===== src/rtl/node_reg_slice.sv =====
// node_reg_slice: fully registered valid/ready pipeline node.
//
// A 2-entry main+skid buffer sits between the upstream and downstream
// handshakes. Every handshake output is decoded from the state register only,
// so the slice breaks the valid, data and ready timing paths and still
// sustains one transfer per cycle.
//
// Ports:
//   clk          clock, all logic on rising edge
//   rst_n        synchronous active-low reset
//   data_in      payload from upstream node
//   up_valid_in  valid from upstream node
//   up_ready_out ready to upstream node (state decode)
//   data_out     payload to downstream node (main_q)
//   dn_valid_out valid to downstream node (state decode)
//   dn_ready_in  ready from downstream node
//   occupancy    entries held: 0, 1 or 2
module node_reg_slice #(
    parameter int unsigned WIDTH = 32
) (
    input  logic             clk,
    input  logic             rst_n,
    input  logic [WIDTH-1:0] data_in,
    input  logic             up_valid_in,
    output logic             up_ready_out,
    output logic [WIDTH-1:0] data_out,
    output logic             dn_valid_out,
    input  logic             dn_ready_in,
    output logic [1:0]       occupancy
);

    // State encoding equals the entry count, so occupancy is the state itself.
    localparam logic [1:0] StEmpty = 2'd0;
    localparam logic [1:0] StBusy  = 2'd1;
    localparam logic [1:0] StFull  = 2'd2;

    logic [1:0]       state_q, state_d;
    logic [WIDTH-1:0] main_q, main_d;
    logic [WIDTH-1:0] skid_q, skid_d;
    logic             up_fire;
    logic             dn_fire;

    // Output decode: register outputs only, no input-to-output path.
    always_comb begin
        dn_valid_out = (state_q != StEmpty);
        up_ready_out = (state_q != StFull);
        occupancy    = state_q;
        data_out     = main_q;
    end

    assign up_fire = up_valid_in & up_ready_out;
    assign dn_fire = dn_valid_out & dn_ready_in;

    always_comb begin
        state_d = state_q;
        main_d  = main_q;
        skid_d  = skid_q;
        case (state_q)
            StEmpty: begin
                if (up_fire) begin
                    main_d  = data_in;
                    state_d = StBusy;
                end
            end
            StBusy: begin
                if (up_fire && dn_fire) begin
                    // Streaming: replace the word being consumed.
                    main_d = data_in;
                end else if (up_fire) begin
                    skid_d  = data_in;
                    state_d = StFull;
                end else if (dn_fire) begin
                    // main_q keeps its stale value; dn_valid_out masks it.
                    state_d = StEmpty;
                end
            end
            StFull: begin
                // up_ready_out is low here, so only the drain side can move.
                if (dn_fire) begin
                    main_d  = skid_q;
                    state_d = StBusy;
                end
            end
            default: begin
                // Unreachable encoding: recover to empty.
                state_d = StEmpty;
            end
        endcase
    end

    always_ff @(posedge clk) begin
        if (!rst_n) begin
            state_q <= StEmpty;
            main_q  <= '0;
            skid_q  <= '0;
        end else begin
            state_q <= state_d;
            main_q  <= main_d;
            skid_q  <= skid_d;
        end
    end

endmodule


===== config.mk =====
export PLATFORM = sky130hd
export DESIGN_NAME = node_reg_slice
export DESIGN_NICKNAME = d
export VERILOG_FILES = /design/src/rtl/node_reg_slice.sv
export SDC_FILE = /design/constraint.sdc
export NUM_CORES = 1
export LEC_CHECK = 0
export BUFFER_PORTS_ARGS = -buffer_cell sky130_fd_sc_hd__buf_2
export CORE_MARGIN = 5
export CORE_UTILIZATION = 41
export DETAILED_ROUTE_END_ITERATION = 10
export GPL_ROUTABILITY_DRIVEN = 0
export PLACE_DENSITY_LB_ADDON = 0.3
export SYNTH_ARGS = -nofsm -noshare
export SYNTH_HDL_FRONTEND = slang
export SYNTH_SLANG_ARGS = --single-unit
export TNS_END_PERCENT = 100

===== constraint.sdc =====
create_clock -name clk -period 1.55 [get_ports clk]
set_clock_uncertainty 0.05 [all_clocks]
set_input_delay 0.31 -clock clk [delete_from_list [all_inputs] [get_ports clk]]
set_output_delay 0.31 -clock clk [all_outputs]
set_load 0.02 [all_outputs]

==> results.txt <==
- Detailed-route vias per instance: 5.22
* Crit start category: flip-flop
* Overflow left after global routing: 0
* XOR/XNOR share of the synthesized area: 0
- For this design the top-level I/O count stands at 72.
* Drt first pass iters: 4
* Worst path arrival time: 1170 ps
- Count of unique library cells instantiated by Yosys: 24
- TritonCTS built the clock tree.
* Outcome: finished, final reports clean
- Yosys warnings: 0
- Of all flip-flops after synthesis, the portion carrying an async set or reset was 0.
- Leakage power total: 1.66 nW
* Fill cells: 649
- The die covers 9130 sq um.
- By area, the combinational part of the netlist is dominated by compound AO/OA/AOI/OAI gates.
- The number of hold buffers added after CTS was 0.
- Multiplexer share of the synthesized area: 0.110
- After synthesis, the cell types taking the most area are sky130_fd_sc_hd__dfxtp_1 (44%), sky130_fd_sc_hd__a211oi_2 (13%), sky130_fd_sc_hd__mux2i_1 (11%).
- Post-layout instance count excluding filler cells: 485
* Smallest hold slack: 161 ps
- The first global-routing pass estimated 11500 um of wire.
- DRC: 0
* TritonCTS Buffers: 9
- In the global route stage, overall resource usage came out at 0.162.
- When the netlist entered floorplanning its net count stood at 344.
- Row generation in the floorplan step produced 31 rows.
- Largest net degree at the start of global routing: 65
- In this run the tool buffered the top-level ports with 71 buffer cells.
* Via count of the routed design: 2530
- The share of the synthesized area in compound gates (AO/OA/AOI/OAI) came to 0.275.
- Maximum clock path buffer count: 2
* Final-layout setup total negative slack: 0 ps
* Fin crit share: 0.988
* Layout Nets: 418
- In the final layout, the share of cells above drive strength 1 is 0.391.
* Number of synthesized register bits: 66
- Final setup violation count: 0
- Number of antenna violations at the first check in global routing: 0
- Effective utilization at floorplan: 0.418
- Worst-skew pair later-pin latency: 340 ps
* Diodes inserted: 0
- The routed design could run at a clock period as short as 1530 ps.
- The synthesized netlist occupies a cell area of 3000 sq um.
- In this run the horizontal extent of the chip is 95.5 um.
- H-tree level count: 3
- Data on the critical path is required at its endpoint by 1190 ps.
- Critical path fanouts, max: 3
- Total power: 3.86 mW
* Setup repair after global routing missed its margin: yes
* Power per standard cell area: 1010 nW/um^2
* Mean routed wirelength per cell: 15.6 um
* Vert. Die Dim: 95.5 um
* Final slew viol count: 0
- Detailed placer's ending HPWL: 4570 um
- Number of endpoints with negative hold slack in the final report: 0
- Portion of synthesized cell area occupied by the leading cell type: 0.441
- Area delta synth->final: 26.8%
- Maximum vdd drop: 471 uV
- Cell Count Post-Placement: 458
- Final design utilization: 0.530
- Vias in the first global route: 2340
- Total Routed Length: 7580 um
- Core ar.: 7180 sq um
- Of the total synthesized cell area, the portion taken by full adders, half adders and majority gates is 0.
* Post-synthesis sequential area ratio: 0.441
* Number of nets with antenna violations after detailed routing: 0
- Max-capacitance violation count: 0
* Number of enable flip-flop cells after synthesis: 0
- Area leader, netlist: sky130_fd_sc_hd__dfxtp_1
- DRC violation total after the first TritonRoute iteration: 110
- The worst hold path belongs to the class in -> reg.
* Critical setup path kind: reg -> out
* Type of element capturing the critical path: output port
- Flip-flop cell with the highest count after synthesis: sky130_fd_sc_hd__dfxtp_1
- Area fraction in and, or, nand and nor cells after synthesis: 0.106
- Timing-limited maximum frequency: 653 MHz
- The average instance in the mapped netlist occupies 9.74 sq um.
* Cell count after synthesis: 308
- The tree built by TritonCTS fans out to 66 sinks.
- Worst Max-Slew Pin Slew: 518 ps
- Clock-pin slew was measured on the worst setup and hold paths at 70 ps.
- Clock tree synthesis selected as its root buffer the cell sky130_fd_sc_hd__clkbuf_8.
- The worst pin sits at a relative slew slack of 0.654.
==> logic make-up (layout without fill, tap and decap cells) <==
kind of cell,after synthesis,after routing
compound gates,100,100
simple gates,75,75
flops,66,66
buf+inv,34,112
mux,33,33
==> cells in the mapped netlist (2+ instances only) <==
cell type and number:
sky130_fd_sc_hd__nand2_1 65, sky130_fd_sc_hd__a211oi_2 30, sky130_fd_sc_hd__nand2b_1 2, sky130_fd_sc_hd__a211oi_1 34, sky130_fd_sc_hd__buf_2 18, sky130_fd_sc_hd__a21oi_1 33, sky130_fd_sc_hd__mux2i_1 33, sky130_fd_sc_hd__buf_6 7
sky130_fd_sc_hd__dfxtp_1 66, sky130_fd_sc_hd__clkbuf_1 6
==> layout make-up <==
cell class,instances,area (sq um),area share
inverters,1,3.75,0.000987
multi-input cells,208,1510,0.398
well taps,99,124,0.0326
flip-flops and latches,66,1330,0.349
clock inverters,2,12.5,0.00329
clock buffers,13,159,0.0418
repair buffers,96,664,0.175
==> critical path, cell delays in order (launching register included) <==
cell	delay, ps
sky130_fd_sc_hd__dfxtp_2	320
sky130_fd_sc_hd__buf_4	140
sky130_fd_sc_hd__or2_4	240
sky130_fd_sc_hd__buf_6	130
==> layer usage <==
metal	routed length, um	up-vias	global-route usage
met5	0	-	0
met4	153	0	0.0699
met3	401	12	0.0410
met2	3480	62	0.244
met1	3540	1202	0.218
li1	-	1254	-
==> per-stage QoR <==
stage | area, sq um | setup WS (ps)
3_5_place_dp | 3460 | 32.7
3_3_place_gp | 3460 | 78.6
2_1_floorplan | 3000 | 73.2
6_report | 3800 | 17.9
4_1_cts | 3660 | -15.1
5_1_grt | 3800 | -15.4
==> report_power, final <==
group / total [mW] / switching, mW / leakage, nW / internal, mW
Sequential: 1.86 / 0.0632 / 0.542 / 1.80
Combinational: 0.713 / 0.414 / 1.04 / 0.299
Clock: 1.28 / 0.626 / 0.0855 / 0.658
Total: 3.86 / 1.10 / 1.66 / 2.76
==> what timing repair did <==
| action | CTS | global route |
|---|---|---|
| buffers inserted | 1 | 9 |
| pin swaps | 0 | 1 |
| resized for setup | 10 | 6 |
| cloned | 0 | 2 |
| endpoints found under the setup margin | 2 | 28 |
==> registers in the layout, indices dropped and copies added (netlist names) <==
signal,count
occupancy,2
skid_q,32
data_out,32
==> cell usage in the layout, fill, tap and decap left out <==
| cell | n |
|---|---|
| sky130_fd_sc_hd__and3b_1 | 1 |
| sky130_fd_sc_hd__a21o_4 | 1 |
| sky130_fd_sc_hd__nor4bb_4 | 1 |
| sky130_fd_sc_hd__clkbuf_1 | 2 |
| sky130_fd_sc_hd__inv_2 | 1 |
| sky130_fd_sc_hd__clkinv_2 | 1 |
| sky130_fd_sc_hd__buf_2 | 69 |
| sky130_fd_sc_hd__dfxtp_2 | 1 |
| sky130_fd_sc_hd__clkbuf_8 | 11 |
| sky130_fd_sc_hd__nand2b_4 | 1 |
| sky130_fd_sc_hd__buf_8 | 1 |
| sky130_fd_sc_hd__clkinvlp_4 | 1 |
| sky130_fd_sc_hd__nand2_1 | 65 |
| sky130_fd_sc_hd__nor2b_2 | 1 |
| sky130_fd_sc_hd__or2_4 | 1 |
| sky130_fd_sc_hd__mux2i_1 | 33 |
| sky130_fd_sc_hd__a21oi_1 | 29 |
| sky130_fd_sc_hd__nand2b_1 | 1 |
| sky130_fd_sc_hd__a21oi_2 | 4 |
| sky130_fd_sc_hd__dfxtp_1 | 64 |
| sky130_fd_sc_hd__buf_4 | 16 |
| sky130_fd_sc_hd__clkbuf_16 | 2 |
| sky130_fd_sc_hd__buf_6 | 3 |
| sky130_fd_sc_hd__o21ai_0 | 1 |
| sky130_fd_sc_hd__nand4bb_1 | 1 |
| sky130_fd_sc_hd__and2_1 | 1 |
| sky130_fd_sc_hd__a211oi_1 | 34 |
| sky130_fd_sc_hd__a211oi_2 | 30 |
| sky130_fd_sc_hd__buf_12 | 5 |
| sky130_fd_sc_hd__nor2_1 | 1 |
| sky130_fd_sc_hd__o21a_1 | 1 |
| sky130_fd_sc_hd__dfxtp_4 | 1 |
| sky130_fd_sc_hd__or3b_1 | 1 |
==> final timing paths <==
check	from	end	slack (ps)	depth (start not counted)
min reg2reg	skid_q[13]	skid_q[13]	400	2
max	occupancy[1]	dn_valid_out	20	3
min	data_in[28]	skid_q[28]	160	3
max reg2reg	occupancy[1]	skid_q[29]	70	7
Note: power is estimated with default switching activity, not from simulation.
